**src/rtl/timer_ctrl.sv**
```systemverilog
// timer_ctrl: run-control FSM for the egg timer. Watches the BCD countdown
// digits, generates the count tick from the system clock, and drives the
// counter's load / run-gate / tick inputs plus a timed, blinking alarm.
module timer_ctrl #(
  parameter int TICK_DIV      = 100_000_000,
  parameter int ALARM_SECONDS = 10
) (
  input  logic       clk,
  input  logic       reset,
  input  logic       start_stop,
  input  logic       clear,
  input  logic [3:0] seconds,
  input  logic [3:0] tens_seconds,
  input  logic [3:0] minutes,
  input  logic [3:0] tens_minutes,
  output logic       load,
  output logic       main_enable,
  output logic       count_enable,
  output logic       alarm,
  output logic       alarm_blink,
  output logic [2:0] state
);

  localparam int PW = (TICK_DIV > 2) ? $clog2(TICK_DIV) : 1;
  localparam logic [PW-1:0] PRESC_MAX  = PW'(TICK_DIV - 1);
  localparam logic [PW-1:0] PRESC_HALF = PW'(TICK_DIV / 2);
  localparam logic [7:0]    ALARM_LAST = 8'(ALARM_SECONDS - 1);

  typedef enum logic [2:0] {
    IDLE  = 3'd0,
    LOAD  = 3'd1,
    ARM   = 3'd2,
    RUN   = 3'd3,
    PAUSE = 3'd4,
    ALARM = 3'd5
  } state_t;

  state_t        st;
  logic [PW-1:0] presc;
  logic [7:0]    alarm_cnt;
  logic          load_r;
  logic          zero;
  logic          tick;

  assign zero = (seconds == 4'd0) && (tens_seconds == 4'd0) &&
                (minutes == 4'd0) && (tens_minutes == 4'd0);
  assign tick = (presc == PRESC_MAX);

  // Next state, prescaler, alarm tick counter and the registered load pulse.
  // load_r is set on the edge that enters LOAD, or that returns to IDLE from
  // RUN/PAUSE/ALARM so the display snaps back to the programmed time.
  always_ff @(posedge clk or posedge reset) begin
    if (reset) begin
      st        <= IDLE;
      presc     <= '0;
      alarm_cnt <= '0;
      load_r    <= 1'b0;
    end else begin
      load_r <= 1'b0;
      case (st)
        IDLE: begin
          // clear beats start_stop even here, where clear alone does nothing
          if (start_stop && !clear) begin
            st     <= LOAD;
            load_r <= 1'b1;
          end
        end
        LOAD: begin
          st <= clear ? IDLE : ARM;
        end
        ARM: begin
          if (clear || zero) begin
            st <= IDLE;
          end else begin
            st    <= RUN;
            presc <= '0;
          end
        end
        RUN: begin
          if (clear) begin
            st     <= IDLE;
            load_r <= 1'b1;
          end else if (zero) begin
            st        <= ALARM;
            presc     <= '0;
            alarm_cnt <= '0;
          end else begin
            // the prescaler still advances on the pausing edge; PAUSE then
            // freezes it so the sub-second fraction survives the pause
            presc <= tick ? '0 : presc + PW'(1);
            if (start_stop) st <= PAUSE;
          end
        end
        PAUSE: begin
          if (clear) begin
            st     <= IDLE;
            load_r <= 1'b1;
          end else if (start_stop) begin
            st <= RUN;
          end
        end
        ALARM: begin
          presc <= tick ? '0 : presc + PW'(1);
          if (tick) alarm_cnt <= alarm_cnt + 8'd1;
          if (clear || start_stop || (tick && (alarm_cnt == ALARM_LAST))) begin
            st     <= IDLE;
            load_r <= 1'b1;
          end
        end
        default: begin
          st <= IDLE;
        end
      endcase
    end
  end

  // Outputs decoded from registered state; only main_enable sees the digits.
  always_comb begin
    state        = st;
    load         = load_r;
    main_enable  = (st == RUN) && !zero;
    count_enable = (st == RUN) && tick;
    alarm        = (st == ALARM);
    alarm_blink  = (st == ALARM) && (presc < PRESC_HALF);
  end

endmodule

```
**config.mk**
```make
export PLATFORM = sky130hd
export DESIGN_NAME = timer_ctrl
export DESIGN_NICKNAME = d
export VERILOG_FILES = /design/src/rtl/timer_ctrl.sv
export SDC_FILE = /design/constraint.sdc
export NUM_CORES = 1
export LEC_CHECK = 0
export CAP_MARGIN = 5
export CORE_ASPECT_RATIO = 1.25
export CORE_UTILIZATION = 49
export DETAILED_ROUTE_END_ITERATION = 6
export GPL_ROUTABILITY_DRIVEN = 0
export PLACE_DENSITY = 0.71
export SYNTH_ARGS = -nofsm -noshare
export SYNTH_HDL_FRONTEND = slang
export SYNTH_SLANG_ARGS = --single-unit
```
**constraint.sdc**
```tcl
create_clock -name clk -period 2.99 [get_ports clk]
set_input_delay 0.598 -clock clk [delete_from_list [all_inputs] [get_ports clk]]
set_output_delay 0.598 -clock clk [all_outputs]
set_load 0.005 [all_outputs]
```
* After elaboration in Yosys (flattened, before gate mapping)
Cells that the tools add are included.
** Operators by class
- $add $sub $neg :: 2
- $lt $le $gt $ge :: 1
- Equal/unequal tests :: 15
- Mux-type cells :: 23
- Reduce and logical (&&, ||, !) cells :: 24
** Operators with widths (count)
- $mux W27 :: 4
- $pmux W27 S3 :: 1
- $add A27 B1 Y27 const B :: 1
- $eq A27 B27 Y1 const B :: 1
- $lt A27 B26 Y1 const B :: 1
- $mux W8 :: 3
- $mux W3 :: 7
- $pmux W3 S6 :: 1
- $logic_not A4 Y1 :: 4
- $pmux W8 S2 :: 1
- $add A8 B1 Y8 const B :: 1
- $eq A8 B4 Y1 const B :: 1
- $logic_and A1 B1 Y1 :: 8
- $ne A2 B2 Y1 const B :: 4
- $reduce_and A4 Y1 :: 2
- $eq A3 B2 Y1 const B :: 2
- $eq A3 B3 Y1 const B :: 2
- $mux W2 :: 2
- $ne A2 B1 Y1 const B :: 2
- $ne A4 B4 Y1 const B :: 1
- $eq A3 B1 Y1 const B :: 1
- $logic_not A3 Y1 :: 1
- $logic_or A1 B1 Y1 :: 3
- $mux W1 :: 3
- other kinds (7) :: 8
** Word-level totals
- Register bits :: 39
- Input port bits :: 20
- Output and inout bits :: 8
- Word-level logic and storage cells :: 69

* Logic depth before layout (Yosys ltp)
- Depth in word-level cells :: 7
- Depth in mapped cells :: 9
- Gate-level depth less buffers :: 6

* Worst setup path after synthesis
No wires, ideal clock.
- Path kind :: reg2out
- Start point :: register presc[17]
- End point :: output count_enable
- Arrival :: 1.969 ns
- Data required time :: 2.392 ns
- Setup slack :: 0.423 ns
- Cell stages (with the launch flop) :: 8
- Buffers on the path :: 3
- Cells stage by stage :: dfrtp_1 > buf_6 > or4b_4 > nor4_2 > nand2_1 > buf_2 > buf_1 > nor3_1
** Between the ends
- Cells in the longest elaborated chain, start to end :: 2
** Ends and longest elaborated chain
- start, declared :: RTL line 39 : logic [PW-1:0] presc;
- start signal, assigned :: RTL line 90 : presc <= tick ? '0 : presc + PW'(1);
- start signal, assigned :: RTL line 103 : presc <= tick ? '0 : presc + PW'(1);
- $eq A27 B27 Y1 :: RTL line 47 : assign tick = (presc == PRESC_MAX);
- $logic_and A1 B1 Y1 :: RTL line 122 : count_enable = (st == RUN) && tick;
- end, declared :: RTL line 18 : output logic count_enable,
Every way passes these cells.

* Final worst setup path
- Start point :: register presc[8]
- End point :: output count_enable
Same word-level chain as after synthesis.

==> flow_summary.json <==
{
  "cts-htree-levels": 2,
  "tcrit_tclk_final_pct": 96.6,
  "placement.cell_area_mm2": 0.00302,
  "core_box_area_mm2": 0.00508,
  "grt_use_total_pct": 26.5,
  "io_pins": 28,
  "place_hpwl_mm": 4.66,
  "synth_mux_area_share_pct": 2.32,
  "hold-path-cell-count": 1,
  "synth_flop_cell": "dfrtp_1",
  "cpMaxStageDelayCell": "or4_4",
  "post_synth_xor_area_fraction_pct": 1.01,
  "post_synth_and_or_nand_nor_area_fraction_pct": 32.9,
  "dominant_combinational_cell_family_by_area_after_synthesis": "simple AND/OR/NAND/NOR gates",
  "synth-seq-cells": 39,
  "clockBufferDepth": 2,
  "worst_pin_slew_ps": 512,
  "relative_area_change_from_synthesis_to_final_layout_pct": 23.6,
  "timing.critical_path.to_type": "output pin",
  "highest_layer": "met4",
  "finalHoldViolCount": 0,
  "dr.first_iter.drc_count": 187,
  "rsz_0062_raised_after_global_routing": "no",
  "synth_edf_count": 0,
  "vdd_drop_max_uv": 323,
  "drt-pass1-iter-count": 4,
  "netlist_top_cells_area": "dfrtp_1 (38%), nand4_1 (4.8%), nand2_1 (4.5%), nand3_1 (4.3%), o21ai_0 (4.1%)",
  "tritoncts.num_buffers": 5,
  "syn_avg_cell_area_um2": 8.52,
  "met1Wirelength_mm": 2.81,
  "hold_start": "presc[22]$_DFFE_PP0P_",
  "power_density_mw_per_mm2": 513,
  "hp-class": "flip-flop to flip-flop",
  "critical_path.top_delay_family": "simple AND/OR/NAND/NOR gates",
  "placement.setup.worst_slack_ps": 58.2,
  "max_stage_delay_ps": 570,
  "multiInputGateArea_mm2": 0.00152,
  "run_status": "finished clean",
  "synth_warn": 0,
  "clkTransAtPathRegs_ps": 80,
  "wire_per_inst_um": 16.6,
  "clock-skew-final_ps": 13.0,
  "fp-row-count": 29,
  "layout.area.seq_um2": 976,
  "worstPathBufferInverterCount": 1,
  "synth_nets": 327,
  "synth_adder_area_share_pct": 1.45,
  "route.antenna.remaining_nets": 0,
  "cp-start-kind": "flip-flop",
  "synth_most_common_cell": "dfrtp_1",
  "timing.critical_path.cells": "or4_4, nor3_2, nand2_1, nor3_2, clkdlybuf4s50_1",
  "detailroute.wirelength.met3_um": 356,
  "viasPerCell": 6.26,
  "worst-endpoint-required_ps": 2390,
  "num-fill-cells": 459,
  "cell_accounting_for_the_most_synthesized_area": "dfrtp_1",
  "post-route-min-period_ps": 2890,
  "timing.slew.headroom_pct": 65.9,
  "worst_slack_ps": 100,
  "cts_hold_repair.buffers": 0,
  "synth.top_cells.by_count": "dfrtp_1 (39), nand2_1 (31), nand3_1 (22), o21ai_0 (21), nand4_1 (20)",
  "worstReg2RegEnd": "presc[8]$_DFFE_PP0P_",
  "tritoncts": "built",
  "critPathMaxFanout": 3,
  "grt-ovfl-total": 0,
  "setup-violations-final": 0,
  "port_buffers": 27,
  "worst_r2r_path_depth": 7,
  "synthCells": 304,
  "synth_top_cell_area_share_pct": 37.7,
  "max_cap_violations": 0,
  "leakagePower_uw": 0.00129,
  "layout-drive-gt1-share_pct": 12.8,
  "slew_violations": 0,
  "worst-r2r-setup-slack_ps": 560,
  "routed_wl_mm": 6.74,
  "clock.fmax_ghz": 0.346,
  "hold_path_end": "presc[22]$_DFFE_PP0P_",
  "cp_common_cell": "nor3_2",
  "die_h_um": 83.3,
  "timing.critical_path.arrival_ps": 2290,
  "synth_compound_gate_area_share_pct": 19.9,
  "regToRegStartpoint": "presc[8]$_DFFE_PP0P_",
  "root_buffer": "clkbuf_8",
  "clock_sinks": 39,
  "postLayoutCellArea_mm2": 0.00320,
  "synth.yosys.seq_area_share_pct": 37.7,
  "wire_length_of_the_first_global_routing_pass_mm": 11.5,
  "worst_skew_pair.late_latency_ps": 310,
  "nNetsFinal": 365,
  "final_core_density_pct": 63.0,
  "met2_wirelength_mm": 3.44,
  "vias": 2537,
  "grt_antenna_before_repair": 0,
  "timing.hold.ws_ps": 534,
  "grt_max_degree": 40,
  "num_antenna_cells": 0,
  "die_w_um": 67.0,
  "postSynth.asyncResetShare_pct": 100,
  "design.die.area_mm2": 0.00558,
  "final.setup.tns_ps": 0,
  "start_util_pct": 51.0,
  "via_count_of_the_first_global_routing_pass": 2501,
  "crit_cells": 5,
  "setup.worst_path.class": "flip-flop to output pin",
  "drt_drc_violations_left": 0,
  "synth_area_mm2": 0.00259,
  "synth.lib_cells_used.distinct": 56
}
## kinds of logic (layout without fill, tap and decap cells)
| kind of cell | after synthesis | after routing |
|---|---|---|
| AOI/OAI and AO/OA | 76 | 76 |
| xor gates and xnor gates | 3 | 3 |
| adders and majority gates | 3 | 3 |
| buffers and inverters | 29 | 68 |
| DFF | 39 | 39 |
| muxes | 6 | 6 |
| and+or+nand+nor | 148 | 148 |
## worst register-to-register path, delay by kind of cell, from the launching register on
family / cells / cell delay (ps)
and+or+nand+nor: 4 / 1220
DFF: 1 / 390
buffers and inverters: 2 / 380
AOI/OAI and AO/OA: 1 / 320
## power by group
part	switching (uW)	internal (uW)
clock	205	333
sequential	55.5	563
combinational	270	217
## per-stage QoR
stage | std cells | total power, uW
6_report | 405 | 1640
5_1_grt | 405 | 1730
4_1_cts | 404 | 1650
2_1_floorplan | 304 | 913
3_5_place_dp | 394 | 1110
3_3_place_gp | 394 | 1100
## how the worst max path moves through the flow
stage | startpoint | end | slack, ps
2_1_floorplan | presc[17]$_DFFE_PP0P_ | count_enable | 420
3_3_place_gp | presc[8]$_DFFE_PP0P_ | alarm_blink | 160
3_5_place_dp | presc[8]$_DFFE_PP0P_ | alarm_blink | 60
4_1_cts | presc[12]$_DFFE_PP0P_ | count_enable | 1
5_1_grt | presc[0]$_DFFE_PP0P_ | count_enable | 5
6_report | presc[8]$_DFFE_PP0P_ | count_enable | 100
## final cells by class
| type | instances | share of cell area, % |
|---|---|---|
| Clock buffer | 5 | 2.15 |
| Sequential cell | 39 | 30.5 |
| Timing Repair Buffer | 49 | 14.0 |
| Multi-Input combinational cell | 236 | 47.6 |
| Clock inverter | 3 | 2.11 |
| Inverter | 11 | 1.29 |
| Tap cell | 62 | 2.42 |
## cell usage in the layout, fill, tap and decap left out, types with 2 or more instances in the layout
master,count
a31oi_1,12
a31o_2,2
o211ai_1,2
bufinv_16,2
nor2_1,18
nor4_1,6
a21oi_1,7
o21ai_1,2
or4_1,3
and4_1,7
nor4b_1,2
a22o_1,7
ha_1,2
nand2_1,31
nand3_1,22
and2_1,4
inv_1,10
clkdlybuf4s50_1,26
o31ai_1,4
nor3_2,2
or3_1,5
nand4b_1,2
nor3_1,9
dfrtp_1,39
a221o_1,3
mux2i_1,6
o21ai_0,21
nor4_4,3
and3_1,2
xnor2_1,2
o211a_1,2
clkbuf_8,5
o311ai_0,2
nor2b_1,2
nand3b_1,3
buf_4,21
nand4_1,20
## registers in the layout (all words and copies together), names as in the netlist
name,cells
alarm_cnt,8
load,1
presc,27
state,3
## repair_timing
| item | CTS | global route |
|---|---|---|
| pin swaps | 3 | 1 |
| setup endpoints to repair | 2 | 1 |
| gates resized for setup | 4 | 2 |
| setup buffers | 2 | 1 |
## layer usage
| metal | track usage, % | vias up |
|---|---|---|
| li1 | - | 1252 |
| met1 | 33.3 | 1199 |
| met2 | 44.2 | 75 |
| met3 | 4.53 | 11 |
| met4 | 9.67 | 0 |
| met5 | 0 | - |
Power figures use the tool's default switching activity.
